File: src/rtl/nios_setup_oci_dct_ctrl_if.sv
// Trace-path bundle for the DCT sequencer. It carries the atom input
// handshake, the flush and end-of-test controls, the frame output handshake,
// and the status observed by the OCI test bench.
//   master : trace source, frame sink and test bench (drives the inputs)
//   slave  : nios_setup_oci_dct_ctrl (drives atom_ready, the frame and the status)
interface nios_setup_oci_dct_ctrl_if;
    logic        trace_enable;
    logic        atom_valid;
    logic [1:0]  atom;
    logic        atom_ready;
    logic        flush;
    logic        test_ending;
    logic        frame_valid;
    logic        frame_ready;
    logic [35:0] frame_data;
    logic [29:0] dct_buffer;
    logic [3:0]  dct_count;
    logic [7:0]  drop_count;
    logic        overflow;
    logic        test_has_ended;

    modport master (
        output trace_enable, atom_valid, atom, flush, test_ending, frame_ready,
        input  atom_ready, frame_valid, frame_data, dct_buffer, dct_count,
               drop_count, overflow, test_has_ended
    );

    modport slave (
        input  trace_enable, atom_valid, atom, flush, test_ending, frame_ready,
        output atom_ready, frame_valid, frame_data, dct_buffer, dct_count,
               drop_count, overflow, test_has_ended
    );
endinterface

File: src/rtl/nios_setup_oci_dct_ctrl.sv
// Nios II OCI data-capture-trace sequencer. The block packs 2-bit atoms into
// a 30-bit buffer, with the newest atom in the LSBs. A full buffer, a flush
// or the end of the test turns the buffer into a tagged 36-bit frame
// {tag, count, buffer}. Each frame goes out over a valid/ready handshake.
// The block counts dropped atoms and reports when the trace has fully drained.
// Ports:
//   clk   : sole clock, rising edge
//   reset : asynchronous, active-high
//   bus   : slave side of nios_setup_oci_dct_ctrl_if
//           (atom in, frame out, flush/test_ending, status)
module nios_setup_oci_dct_ctrl #(
    parameter int MAX_ATOMS = 15
) (
    input  logic                     clk,
    input  logic                     reset,
    nios_setup_oci_dct_ctrl_if.slave bus
);
    localparam int BUF_W = 2 * MAX_ATOMS;

    typedef enum logic [1:0] {COLLECT, EMIT, DONE} state_t;

    state_t            state_reg;
    logic [BUF_W-1:0]  buffer_reg;
    logic [3:0]        count_reg;
    logic [35:0]       frame_reg;
    logic              frame_valid_reg;
    logic [7:0]        drop_count_reg;
    logic              overflow_reg;
    logic              ended_reg;
    logic              end_seen_reg;   // test_ending observed while a frame was pending

    logic              accept;
    logic              drop;
    logic [BUF_W-1:0]  buffer_next;
    logic [3:0]        count_next;

    // The source cannot stall, so readiness is visible in the same cycle.
    assign bus.atom_ready = (state_reg == COLLECT) && bus.trace_enable;
    assign accept         = bus.atom_ready && bus.atom_valid;
    // Only EMIT can refuse an enabled atom. DONE ignores its inputs entirely.
    assign drop           = (state_reg == EMIT) && bus.atom_valid && bus.trace_enable;

    always_comb begin
        buffer_next = buffer_reg;
        count_next  = count_reg;
        if (accept) begin
            buffer_next = {buffer_reg[BUF_W-3:0], bus.atom};
            count_next  = count_reg + 4'd1;
        end
    end

    always_ff @(posedge clk or posedge reset) begin
        if (reset) begin
            state_reg       <= COLLECT;
            buffer_reg      <= '0;
            count_reg       <= '0;
            frame_reg       <= '0;
            frame_valid_reg <= 1'b0;
            drop_count_reg  <= '0;
            overflow_reg    <= 1'b0;
            ended_reg       <= 1'b0;
            end_seen_reg    <= 1'b0;
        end else begin
            case (state_reg)
                COLLECT: begin
                    buffer_reg <= buffer_next;
                    count_reg  <= count_next;
                    end_seen_reg <= 1'b0;
                    // The frame snapshot uses the post-accept values, so an
                    // atom arriving together with a flush is included.
                    if (accept && count_next == 4'(MAX_ATOMS)) begin
                        frame_reg       <= {2'b10, count_next, buffer_next};
                        frame_valid_reg <= 1'b1;
                        end_seen_reg    <= bus.test_ending;
                        state_reg       <= EMIT;
                    end else if ((bus.flush || bus.test_ending) && count_next != 4'd0) begin
                        frame_reg       <= {2'b11, count_next, buffer_next};
                        frame_valid_reg <= 1'b1;
                        end_seen_reg    <= bus.test_ending;
                        state_reg       <= EMIT;
                    end else if (bus.test_ending) begin
                        ended_reg <= 1'b1;
                        state_reg <= DONE;
                    end
                end
                EMIT: begin
                    if (drop) begin
                        overflow_reg <= 1'b1;
                        if (drop_count_reg != 8'hFF)
                            drop_count_reg <= drop_count_reg + 8'd1;
                    end
                    if (bus.test_ending)
                        end_seen_reg <= 1'b1;
                    if (bus.frame_ready) begin
                        buffer_reg      <= '0;
                        count_reg       <= '0;
                        frame_valid_reg <= 1'b0;
                        if (bus.test_ending || end_seen_reg) begin
                            ended_reg <= 1'b1;
                            state_reg <= DONE;
                        end else begin
                            state_reg <= COLLECT;
                        end
                    end
                end
                DONE: begin
                    // Terminal state; only reset leaves it.
                end
                default: state_reg <= COLLECT;
            endcase
        end
    end

    assign bus.frame_valid    = frame_valid_reg;
    assign bus.frame_data     = frame_reg;
    assign bus.dct_buffer     = buffer_reg;
    assign bus.dct_count      = count_reg;
    assign bus.drop_count     = drop_count_reg;
    assign bus.overflow       = overflow_reg;
    assign bus.test_has_ended = ended_reg;
endmodule

File: src/flat_wrapper.sv
// flat-port wrapper written by rule: the top's interface ports become plain ports
module nios_setup_oci_dct_ctrl_flat 
#(
    parameter int MAX_ATOMS = 15
)
  (clk, reset, bus_trace_enable, bus_atom_valid, bus_atom, bus_flush, bus_test_ending, bus_frame_ready, bus_atom_ready, bus_frame_valid, bus_frame_data, bus_dct_buffer, bus_dct_count, bus_drop_count, bus_overflow, bus_test_has_ended);
  nios_setup_oci_dct_ctrl_if bus_i ();
  input  logic clk;
  input  logic reset;
  input wire logic [$bits(bus_i.trace_enable)-1:0] bus_trace_enable;
  input wire logic [$bits(bus_i.atom_valid)-1:0] bus_atom_valid;
  input wire logic [$bits(bus_i.atom)-1:0] bus_atom;
  input wire logic [$bits(bus_i.flush)-1:0] bus_flush;
  input wire logic [$bits(bus_i.test_ending)-1:0] bus_test_ending;
  input wire logic [$bits(bus_i.frame_ready)-1:0] bus_frame_ready;
  output wire logic [$bits(bus_i.atom_ready)-1:0] bus_atom_ready;
  output wire logic [$bits(bus_i.frame_valid)-1:0] bus_frame_valid;
  output wire logic [$bits(bus_i.frame_data)-1:0] bus_frame_data;
  output wire logic [$bits(bus_i.dct_buffer)-1:0] bus_dct_buffer;
  output wire logic [$bits(bus_i.dct_count)-1:0] bus_dct_count;
  output wire logic [$bits(bus_i.drop_count)-1:0] bus_drop_count;
  output wire logic [$bits(bus_i.overflow)-1:0] bus_overflow;
  output wire logic [$bits(bus_i.test_has_ended)-1:0] bus_test_has_ended;
  assign bus_i.trace_enable = bus_trace_enable;
  assign bus_i.atom_valid = bus_atom_valid;
  assign bus_i.atom = bus_atom;
  assign bus_i.flush = bus_flush;
  assign bus_i.test_ending = bus_test_ending;
  assign bus_i.frame_ready = bus_frame_ready;
  assign bus_atom_ready = bus_i.atom_ready;
  assign bus_frame_valid = bus_i.frame_valid;
  assign bus_frame_data = bus_i.frame_data;
  assign bus_dct_buffer = bus_i.dct_buffer;
  assign bus_dct_count = bus_i.dct_count;
  assign bus_drop_count = bus_i.drop_count;
  assign bus_overflow = bus_i.overflow;
  assign bus_test_has_ended = bus_i.test_has_ended;
  nios_setup_oci_dct_ctrl #(.MAX_ATOMS(MAX_ATOMS)) u_core (.clk(clk), .reset(reset), .bus(bus_i));
endmodule
File: config.mk
export PLATFORM = sky130hd
export DESIGN_NAME = nios_setup_oci_dct_ctrl_flat
export DESIGN_NICKNAME = d
export VERILOG_FILES = /design/src/rtl/nios_setup_oci_dct_ctrl_if.sv /design/src/rtl/nios_setup_oci_dct_ctrl.sv /design/src/flat_wrapper.sv
export SDC_FILE = /design/constraint.sdc
export NUM_CORES = 1
export LEC_CHECK = 0
export BUFFER_PORTS_ARGS = -buffer_cell sky130_fd_sc_hd__clkbuf_2
export CAP_MARGIN = 20
export CORE_UTILIZATION = 57
export DETAILED_ROUTE_END_ITERATION = 10
export GPL_ROUTABILITY_DRIVEN = 0
export PLACE_DENSITY = 0.84
export SLEW_MARGIN = 0
export SYNTH_ARGS = -nofsm -noshare
export SYNTH_HDL_FRONTEND = slang
export SYNTH_SLANG_ARGS = --single-unit
File: constraint.sdc
create_clock -name clk -period 4.9 [get_ports clk]
set_input_delay 0.98 -clock clk [delete_from_list [all_inputs] [get_ports clk]]
set_output_delay 0.98 -clock clk [all_outputs]
set_load 0.01 [all_outputs]
==> impl_summary.md <==
Place
The pre-CTS worst setup slack is around 1000 ps. During placement, the flow inserted port buffers numbering 90. After legalization and detailed placement, the total HPWL measured 5160 microns.

In this run, placement finished with an instance count of 502.

Synthesis
The mean post-synth cell area is 10.6 sq um. After Yosys synthesis, and, or, nand and nor cells account for between 10% and 20% of the synthesized area. Counting flops and latches in the post-synthesis netlist gives 84. Sequential elements use 56.1% of the synthesized area. The largest family of logic cells by synthesized area is simple AND/OR/NAND/NOR gates.

The synthesized area is 3740 sq um. The post-synthesis xor/xnor area fraction is 3.04%. The proportion of synthesized flip-flops having asynchronous set or reset is 100%. Synthesis produced a netlist whose cell count is ~350.

The post-synthesis compound-gate area fraction is about a tenth. The prevailing post-synth register cell is sky130_fd_sc_hd__dfrtp_1. The Yosys warning count is 0. Synthesis produced a netlist with a net count of 364. Summing the areas of all fa, ha and maj instances in the mapped netlist gives 0.668% of the synthesized area. The number of enable-type register cells in the synthesized netlist is 0.

Yosys mapped the design onto 42 distinct sky130hd cell types. After synthesis, the share of cell area in mux cells is around 10%.

Die
The row count is 29. The die is 83.1 microns tall. The number of primary I/O pins is 91. The die covers a little under 7000 sq um. From left edge to right edge, the die measures around 83 microns. The initial cell density of the core is 59.0%. The floorplan step defined a core boundary enclosing 6350 sq um.

Clocking
The TritonCTS clock tree is done. After clock tree synthesis, the clock-pin slew on the worst setup and hold paths is approximately 80 ps. The tree built by TritonCTS fans out to 84 sinks.

Clock latency on the worst-skew pair, taken at its later pin, is 340 ps. Hold repair after CTS inserted 0 buffers. The cell at the root of the clock tree is sky130_fd_sc_hd__clkbuf_8.

No sink is reached through more buffers than the 2 on the longest clock path. The number of setup buffers added after CTS is 0. The number of instances resized during post-cts repair is 0. The number of buffers created by CTS is 9. The number of H-tree branching levels is 3.

GRT
The aggregate global routing overflow is 0. The largest net degree at the start of global routing is 60. For this run, the total global-route usage over all layers was measured as between 20% and 30%. The number of antenna violations at the first check in global routing came to 0. The via count of the first global-routing pass is 2689.

The first global-routing pass estimated 13100 microns of wire.

Timing
Adding up every negative setup slack in the final design gives 0 ps. The share of the clock period used by the worst path is 68.6%. The total count of hold-check failures in the final report is 0. Headroom to the max-slew limit came out at approximately a third. Setup repair after global routing left no endpoint under its margin.

The minimum period implied by the final worst setup slack is 3360 ps. The final setup violation count is 0. The post-layout worst setup margin is 1540 ps. Between clock sinks in the finished design, the worst skew comes to approximately 9.3 ps. The highest clock frequency the design can meet is between 200 and 300 MHz. The count of final max-slew check failures came to 0.

The transition time at the pin with the least slew margin is approximately 1000 ps.

Routing
The number of remaining DRC errors is 0. Dividing the detail-routed via count by the number of cells gives 5.59. In this run the remaining antenna-violating nets after routing total 0. Dividing the detail-routed wire length by the instance count gives ~15 microns. Detailed routing inserted a total of about 2900 vias. The number of DRC violations after detailed-routing iteration 0 is 156.

The total wire length is 7980 microns. The number of iterations in the first detailed-routing pass is 5.

Finish
In the layout the commonest cells are sky130_fd_sc_hd__nand2_1 (113), sky130_fd_sc_hd__clkbuf_2 (90), sky130_fd_sc_hd__dfrtp_1 (84), sky130_fd_sc_hd__mux2_1 (26), sky130_fd_sc_hd__a22o_1 (24). The number of antenna diodes in the final layout is 0. The register with the most flip-flops in the layout has 36 of them. The multi-input combinational cells in the finished layout cover a total of 1530 sq um. The share of layout cells above drive strength 1 is between 20 and 30%. The sequential cells in the finished layout cover a total of 2100 sq um.

For this run, the post-layout net count is 448. Excluding fillers, the count of instances in the completed layout stands at 518. The most common cell after layout, fill and taps aside is sky130_fd_sc_hd__nand2_1. The area added between synthesis and finish is 19.8%. At the end of the flow the core is filled with cells to 70.7%.

After filler insertion, the fill cell instance count of the layout stands at about 500.

Worst setup path
Together, buffers and inverters on the worst path number 3. In this run the worst path has a maximum fanout of 59. The data required time of the critical path is 5120 ps. The data arrival time of the worst path is 3580 ps. The worst setup path is launched from an input port. The worst setup path is captured at a register. The start-to-end type of the worst setup path is in2reg. The critical path's top delay family is buffers and inverters. Walking the worst path, the cells encountered are clkbuf_2 -> nor4bb_4 -> buf_4 -> nand2_1 -> xor2_1 -> a21oi_4 -> buf_16 -> mux2_1. The cell type of the slowest stage on the worst timing path is sky130_fd_sc_hd__a21oi_4.

In this design, the stage delay of the slowest critical-path cell is 580 ps.

Run status
The flow ran to the end, and the final reports show no timing, DRC or antenna violations.

Job
Across the run, the number of max-cap violations was 0.

Power and ir drop
The total power is 0.00224 W. Across the VDD grid, the largest voltage drop is 0.000400 V. The power per cell area is 500 nW/um^2. The relative contribution of combinational cells to total power is a little under a third. In this run switching power makes up 34.9% of total power. Per report_power, the clock group accounts for 26.3% of the total. Internal power comes to 0.00146 W. The leakage dissipation is 2.46 nW. The relative contribution of sequential cells to total power is 43.3%. The switching power of the nets is 0.000782 W.

Hold path
The path type of the worst min-delay path is reg2reg.
-- cell type report --
class | instances | share of cell area (%)
clock buffers | 10 | 3.07
clock inverters | 5 | 2.23
inverters | 5 | 0.446
multi-input cells | 243 | 34.1
flip-flops and latches | 84 | 46.8
well taps | 77 | 2.15
repair buffers | 94 | 11.2
-- power by group through the flow --
stage	sequential [W]	combinational (W)	clock [W]
floorplan	0.000980	0.000457	0
global placement	0.000975	0.000634	0
detailed placement	0.000983	0.000658	0
CTS	0.000970	0.000661	0.000596
global route	0.000997	0.000753	0.000626
finish	0.000972	0.000682	0.000590
-- cells in the mapped netlist (2+ instances only) --
master                     instances  area (sq um)
sky130_fd_sc_hd__nand2_1         113           424
sky130_fd_sc_hd__inv_1             5          18.8
sky130_fd_sc_hd__o22ai_1           3          18.8
sky130_fd_sc_hd__xnor2_1           6          52.6
sky130_fd_sc_hd__ha_1              2          25.0
sky130_fd_sc_hd__a22o_1           24           210
sky130_fd_sc_hd__nand3_1           4          20.0
sky130_fd_sc_hd__buf_2             3          15.0
sky130_fd_sc_hd__nor2_1            9          33.8
sky130_fd_sc_hd__nand2b_1          2          12.5
sky130_fd_sc_hd__a21oi_1           6          30.0
sky130_fd_sc_hd__buf_6             4          45.0
sky130_fd_sc_hd__mux2_1           26           293
sky130_fd_sc_hd__o21ai_0           9          45.0
sky130_fd_sc_hd__clkbuf_1         13          48.8
sky130_fd_sc_hd__mux2_2            7          78.8
sky130_fd_sc_hd__dfrtp_1          84          2100
sky130_fd_sc_hd__xor2_1            7          61.3
sky130_fd_sc_hd__or2_2             2          12.5
sky130_fd_sc_hd__a31oi_1           2          12.5
-- final timing paths --
check | start | end | slack, ps | cells after the start
setup / recovery | bus_trace_enable | u_core.bus.frame_data[11] | 1540 | 8
hold / removal | u_core.bus.frame_data[35] | u_core.bus.frame_data[35] | 480 | 1
setup reg to reg | u_core.state_reg[0] | u_core.bus.frame_data[11] | 1750 | 7
hold reg to reg | u_core.bus.frame_data[35] | u_core.bus.frame_data[35] | 480 | 1
max in group asynchronous | reset | u_core.bus.frame_data[6] | 3190 | 3
min in group asynchronous | reset | u_core.bus.drop_count[0] | 670 | 2
-- stage by stage --
step	hold slack (ps)	cell area [sq um]
floorplan	503	3740
global placement	448	4220
detailed placement	465	4220
CTS	488	4460
global route	498	4490
finish	482	4490
-- routing by layer --
| layer | track usage (%) | up-vias | routed length, microns |
|---|---|---|---|
| met5 | 0 | - | 0 |
| met3 | 5.67 | 14 | 476 |
| met4 | 7.99 | 0 | 65 |
| met2 | 37.0 | 107 | 3850 |
| met1 | 33.9 | 1416 | 3590 |
| li1 | - | 1361 | - |
-- logic make-up after synthesis --
kind of cell             count (synthesis)
buffers and inverters                   26
adder cells (fa/ha/maj)                  2
XOR/XNOR                                13
AO/OA/AOI/OAI                           53
flip-flops                              84
AND/OR/NAND/NOR                        141
multiplexers                            34
-- worst reg2reg max path, cell delays in order (launching register included) --
cell and delay [ps]:
sky130_fd_sc_hd__dfrtp_1 520, sky130_fd_sc_hd__nor4bb_4 320, sky130_fd_sc_hd__buf_4 530, sky130_fd_sc_hd__nand2_1 250, sky130_fd_sc_hd__xor2_1 230, sky130_fd_sc_hd__a21oi_4 580, sky130_fd_sc_hd__buf_16 240, sky130_fd_sc_hd__mux2_1 360
No activity file was read; power rests on OpenSTA's default activity.
